**src/rtl/alarm_countdown_timer.sv**
```systemverilog
// Countdown timer that latches an interval select, samples the store's duration and
// counts it down in seconds. Optional pause input is enabled with `define TIMER_PAUSE_EN.
module alarm_countdown_timer #(
  parameter int unsigned CLK_PER_SEC = 4
) (
  input  logic       clk,
  input  logic       reset,
  input  logic       start_timer,
  input  logic [1:0] interval_sel,
  input  logic       cancel,
`ifdef TIMER_PAUSE_EN
  input  logic       pause,
`endif
  input  logic [3:0] value,
  output logic [1:0] interval,
  output logic [3:0] remaining,
  output logic       busy,
  output logic       expired
);

  localparam int unsigned PresW = $clog2(CLK_PER_SEC);
  localparam logic [PresW-1:0] PresMax = PresW'(CLK_PER_SEC - 1);

  localparam logic [1:0] StIdle   = 2'd0;
  localparam logic [1:0] StLoad   = 2'd1;
  localparam logic [1:0] StCount  = 2'd2;
  localparam logic [1:0] StExpire = 2'd3;

  logic [1:0]       state_q, state_d;
  logic [1:0]       interval_q, interval_d;
  logic [3:0]       rem_q, rem_d;
  logic [PresW-1:0] presc_q, presc_d;
  logic             go;
  logic             hold;

  // Cancel always beats start.
  assign go = start_timer & ~cancel;

`ifdef TIMER_PAUSE_EN
  assign hold = pause;
`else
  assign hold = 1'b0;
`endif

  always_comb begin
    state_d    = state_q;
    interval_d = interval_q;
    rem_d      = rem_q;
    presc_d    = presc_q;
    case (state_q)
      StIdle: begin
        if (go) begin
          interval_d = interval_sel;
          state_d    = StLoad;
        end
      end
      StLoad: begin
        if (cancel) begin
          rem_d   = 4'd0;
          presc_d = '0;
          state_d = StIdle;
        end else if (go) begin
          // Restart: stay in LOAD so the new select's value is sampled next cycle.
          interval_d = interval_sel;
        end else begin
          rem_d   = value;
          presc_d = '0;
          state_d = (value == 4'd0) ? StExpire : StCount;
        end
      end
      StCount: begin
        if (cancel) begin
          rem_d   = 4'd0;
          presc_d = '0;
          state_d = StIdle;
        end else if (go) begin
          interval_d = interval_sel;
          state_d    = StLoad;
        end else if (!hold) begin
          if (presc_q == PresMax) begin
            presc_d = '0;
            if (rem_q <= 4'd1) begin
              rem_d   = 4'd0;
              state_d = StExpire;
            end else begin
              rem_d = rem_q - 4'd1;
            end
          end else begin
            presc_d = presc_q + PresW'(1);
          end
        end
      end
      StExpire: begin
        if (cancel) begin
          rem_d   = 4'd0;
          presc_d = '0;
          state_d = StIdle;
        end else if (go) begin
          interval_d = interval_sel;
          state_d    = StLoad;
        end else begin
          state_d = StIdle;
        end
      end
      default: state_d = StIdle;
    endcase
  end

  always_ff @(posedge clk) begin
    if (reset) begin
      state_q    <= StIdle;
      interval_q <= 2'd0;
      rem_q      <= 4'd0;
      presc_q    <= '0;
    end else begin
      state_q    <= state_d;
      interval_q <= interval_d;
      rem_q      <= rem_d;
      presc_q    <= presc_d;
    end
  end

  assign interval  = interval_q;
  assign remaining = rem_q;
  assign busy      = (state_q != StIdle);
  assign expired   = (state_q == StExpire);

endmodule

```
**config.mk**
```make
export PLATFORM = sky130hd
export DESIGN_NAME = alarm_countdown_timer
export DESIGN_NICKNAME = d
export VERILOG_FILES = /design/src/rtl/alarm_countdown_timer.sv
export SDC_FILE = /design/constraint.sdc
export NUM_CORES = 1
export LEC_CHECK = 0
export CAP_MARGIN = 20
export CORE_AREA = 5 5 42 44
export CTS_BUF_LIST = sky130_fd_sc_hd__clkbuf_8
export CTS_CLUSTER_SIZE = 14
export DETAILED_ROUTE_END_ITERATION = 10
export DIE_AREA = 0 0 47 49
export HOLD_SLACK_MARGIN = 0.15
export PLACE_DENSITY = 0.79
export RECOVER_POWER = 100
export SLEW_MARGIN = 0
export SYNTH_ARGS = -nofsm -noshare
export SYNTH_HDL_FRONTEND = slang
export SYNTH_SLANG_ARGS = --single-unit
```
**constraint.sdc**
```tcl
create_clock -name clk -period 2.5 [get_ports clk]
set_input_delay 0.75 -clock clk [delete_from_list [all_inputs] [get_ports clk]]
set_output_delay 0.75 -clock clk [all_outputs]
set_load 0.02 [all_outputs]
```
# == After elaboration in Yosys (flattened, before gate mapping) ==
# Index checks and enable logic that the tools add are counted.
# W data, S select, Z words.
# word_totals
elab_cells,58
inputBits,10
ff_bits,10
output_inout_bits,8
# op_classes
n_eq_ne,12
addsub,2
muxes,29
bitwise,2
reduce_logical,8
n_lt_le_gt_ge,1
# op_table
op,count
$mux W2,15
$mux W4,7
$pmux W4 S3,1
$ne A3 B3 Y1 const B,3
$ne A4 B4 Y1 const B,2
$pmux W2 S4,1
$reduce_and A4 Y1,2
$eq A2 B2 Y1 const B,3
$ne A2 B2 Y1 const B,3
$pmux W2 S3,1
$reduce_and A5 Y1,1
$le A4 B1 Y1 const B,1
$logic_not A4 Y1,1
$pmux W2 S2,1
$sub A4 B1 Y4 const B,1
$mux W1,3
$reduce_bool A3 Y1,1
$reduce_or A3 Y1,1
$add A2 B1 Y2 const B,1
$eq A2 B1 Y1 const B,1
$logic_not A2 Y1,1
$reduce_bool A2 Y1,1
$and A1 B1 Y1,1
$not A1 Y1,1

# == Logic depth before layout (Yosys ltp) ==
# Gate-level depths: netlist of the first run.
# logic_depth
word_depth,6
mapped_depth,6
ltp_nobuf,6

# == Least setup slack after synthesis of the first run ==
# OpenSTA, ideal clock, no wires.
# synth_path
path_kind,input -> register
start,input cancel
end,register rem_q[0] (netlist: remaining[0])
setup_slack_ps,703
required_time_ps,2367
path_stages,5
n_path_buf,1
t_arrival_ps,1664
setup_ps,133
path_cell_list,buf_2 > nor2b_2 > a311o_4 > a221oi_1 > a211oi_1
# synth_via
elab_chain_cells,4
word_cells_on_any_way,10
cone_classes,eq/ne (4); mux (3); bitwise (2); reduce/logical (1)
# synth_rtl
item,line_no,source
from (decl),10,"input logic cancel,"
$not A1 Y1,37,assign go = start_timer & ~cancel;
$and A1 B1 Y1,37,
$ne A3 B3 Y1 (no line),n/a,
$reduce_and A5 Y1 (no line),n/a,
to (signal assigned),118,rem_q <= rem_d;
to (decl),31,"logic [3:0] rem_q, rem_d;"
# Parallel ways exist; a longest one is shown, timed or not.
# A chain may end at the register's enable or synchronous reset.

# == Final worst setup path of the first run ==
# layout_path
start,register state_q[0]
end,output expired
# layout_via
elab_chain_cells,1
# layout_rtl
item,line_no,source
from (decl),29,"logic [1:0] state_q, state_d;"
from (signal assigned),111,state_q <= StIdle;
from (signal assigned),116,state_q <= state_d;
$eq A2 B2 Y1,126,assign expired = (state_q == StExpire);
to (decl),18,output logic expired
# Every way passes these cells.

==> out/results.ini, run 1 <==
[clock_network]
cts-buffers-inserted = 3
cts.sink_count = 10
hold_buffers = 0
cts_tree = built
cts_max_level = 1
cts.reportedPaths.clkPinSlew_ps = 50
cts.path.max_buffers = 2
total_setup_buffers_inserted_after_cts = 0
cell_at_the_root_of_the_clock_tree = sky130_fd_sc_hd__clkbuf_8
clk-insertion-delay-late_ps = 240
cts.repair.resized = 0

[run_status]
run_status = finished, final reports clean

[setup_path]
ff2ff_path_depth = 5
crit_buf_inv = 1
cp_max_fo = 10
crit_required_ps = 1750
regToRegSetupSlack_ps = 940
critical_path_class = flip-flop to primary output
worst_setup_path_start_kind = flip-flop
timing.critical_path.max_delay_family = buffers and inverters
critPathCaptureType = primary output
critical_path.slowest_cell = sky130_fd_sc_hd__dlygate4sd3_1
r2r_end = remaining[1]
arrival_ps = 1620
reg2reg_from = presc_q[1]
critPathMaxStageDelay_ps = 660
crit_path_cell_trace = and2_2 > dlygate4sd3_1

[timing]
slew_violations = 0
layout_min_cycle_time_ps = 2370
fin_skew_ps = 1.25
fin_tns_setup_ps = 0
holdWs_ps = 520
rsz0062_at_grt = false
finalSetupViolCount = 0
worst_slew_pin_slew_ps = 462
report.final.hold_viol_count = 0
post-route-period-util_pct = 94.8
timing.slew.headroom_pct = 69.1
fmax_ghz = 0.422

[finish]
postLayoutCoreUtil_pct = 58.9
n_antenna_cell = 0
layout_area_growth_over_synthesis_pct = 33.6
most-common-layout-cells = sky130_fd_sc_hd__dfxtp_1 (10), sky130_fd_sc_hd__dlygate4sd3_1 (9), sky130_fd_sc_hd__nor2_1 (8), sky130_fd_sc_hd__clkdlybuf4s50_1 (8), sky130_fd_sc_hd__inv_1 (7)
ff_latch_area_um2 = 200
multi_input_area_um2 = 357
number_of_nets_in_the_layout = 102
mostFrequentLayoutCell = sky130_fd_sc_hd__dfxtp_1
finalInstanceArea_um2 = 826
final_layout_size_suffix_gt1_share_pct = 10.3
final.fill_count = 138

[min_path]
min_from = interval[0]
worstHoldPathCells = 2
whs_endpoint = interval[0]
timing.hold.worst.class = flip-flop to flip-flop

[place]
detailedPlacementHpwl_mm = 1.10
place.gp.congestion = 0.775
portBuffers = 17
postPlaceCellArea_um2 = 796

[global_route]
grt.total_usage_pct = 15.4
grt_overflow = 0
vias_in_the_first_global_route = 625
grt_first_pass_wirelength_mm = 2.62
grt_start_max_net_pins = 14
grt_antenna_before_repair = 0

[job]
max_cap_violations = 0

[synth]
synth_area_per_cell_um2 = 8.96
synth.lib_cells_used.distinct = 34
ys_ff_latch = 10
synth.yosys.warnings = 0
post_synth_instance_area_um2 = 618
synth_fp_nets = 82
postSynthCellCount = 69
synth-seq-area-share_pct = 32.4

[floorplanning]
site_rows = 14
initial_core_util_pct = 44.1
die_width_um = 47
top_level_ports = 18
die_area_mm2 = 0.00230
die_outline_height_um = 49
fp.coreArea_mm2 = 0.00140

[power_and_ir_drop]
irDropWorstVdd_mv = 0.324
report.power.total_mw = 0.412
power.density_cell_area_mw_per_mm2 = 499
leakagePower_nw = 0.336

[route]
detail_route.wl_per_cell_um = 14.7
count_of_tritonroute_iterations_in_the_first_routing_pass = 4
vias_per_cell = 5.83
route.vias.total = 601
antenna_violating_nets_post_route = 0
final_routed_drc_violation_total = 0
drt_wl_total_mm = 1.52
drt_iter0_drc = 16

Yosys cell counts, drive strengths merged:
library cell / n / area share [%]
nor2b: 1 / 1.4
o31ai: 1 / 1.2
nand3b: 1 / 1.2
nor3b: 1 / 2.0
a211oi: 2 / 2.4
buf: 3 / 3.8
xnor2: 1 / 1.4
a311o: 1 / 3.2
o22ai: 1 / 1.0
nor3: 2 / 1.6
o32ai: 2 / 2.8
o31a: 1 / 1.6
inv: 7 / 4.3
xor2: 1 / 1.4
a22o: 1 / 1.6
a311oi: 1 / 1.4
a221oi: 2 / 2.8
a21oi: 4 / 3.2
mux2i: 2 / 3.2
nand3: 1 / 0.81
a32oi: 1 / 1.4
ha: 3 / 6.1
and2: 1 / 1.2
clkbuf: 1 / 0.61
dfxtp: 10 / 32
nor2: 8 / 4.9
a31oi: 1 / 1.0
nor4: 2 / 2.0
a22oi: 2 / 2.4
or3: 1 / 1.0
nand2b: 3 / 4.3
registers in the layout, summed over array words and instances (netlist names):
register   flops
remaining      4
interval       2
presc_q        2
state_q        2
per-layer routing:
metal	routed length [um]	vias up	global-route usage, %
met3	89	5	3.69
met5	0	-	0
li1	-	297	-
met2	741	20	23.8
met4	29	0	7.83
met1	656	279	19.1
logic make-up after synthesis:
| group | synth area share, % |
|---|---|
| and+or+nand+nor | 20.4 |
| muxes | 3.24 |
| adders and majority gates | 6.07 |
| buffers and inverters | 8.70 |
| DFF | 32.4 |
| AOI/OAI and AO/OA | 26.3 |
| xor gates and xnor gates | 2.83 |
metrics by stage:
| stage | setup slack (ps) | cells |
|---|---|---|
| 2_1_floorplan | 703 | 69 |
| 3_3_place_gp | 221 | 100 |
| 3_5_place_dp | 185 | 100 |
| 4_1_cts | 123 | 103 |
| 5_1_grt | 88.9 | 103 |
| 6_report | 131 | 103 |
where the power goes:
group | total (mW) | switching [mW] | internal [mW]
logic | 0.0721 | 0.0365 | 0.0356
registers | 0.172 | 0.00582 | 0.166
clock network | 0.168 | 0.0626 | 0.105
total | 0.412 | 0.105 | 0.307
worst max path at each step:
| stage | startpoint | endpoint | slack [ps] | depth (start not counted) |
|---|---|---|---|---|
| after floorplan | cancel | remaining[0] | 700 | 5 |
| after global placement | start_timer | remaining[1] | 220 | 5 |
| after CTS | state_q[0] | busy | 120 | 3 |
| final | state_q[0] | expired | 130 | 2 |
| after global routing | state_q[0] | expired | 90 | 2 |
| after detailed placement | start_timer | remaining[1] | 180 | 5 |
worst min-delay path: stages, from the launching register on:
cell and delay, ps:
sky130_fd_sc_hd__dfxtp_1 320, sky130_fd_sc_hd__mux2i_1 60, sky130_fd_sc_hd__nor2_1 90
layout make-up:
class | count | area share [%]
clock buffers | 3 | 5.00
inverters | 7 | 3.18
multi-input cells | 48 | 43.2
flip-flops and latches | 10 | 24.2
well taps | 16 | 2.42
repair buffers | 19 | 22.0
Power figures use the tool's default switching activity.
==> inputs of run 2 (changes only) <==
--- a/config.mk
+++ b/config.mk
@@ -5,7 +5,6 @@
 export SDC_FILE = /design/constraint.sdc
 export NUM_CORES = 1
 export LEC_CHECK = 0
-export CAP_MARGIN = 20
 export CORE_AREA = 5 5 42 44
 export CTS_BUF_LIST = sky130_fd_sc_hd__clkbuf_8
 export CTS_CLUSTER_SIZE = 14
==> results of run 2 <==
No change in the layout: final DEF, timing and power equal those of run 1.
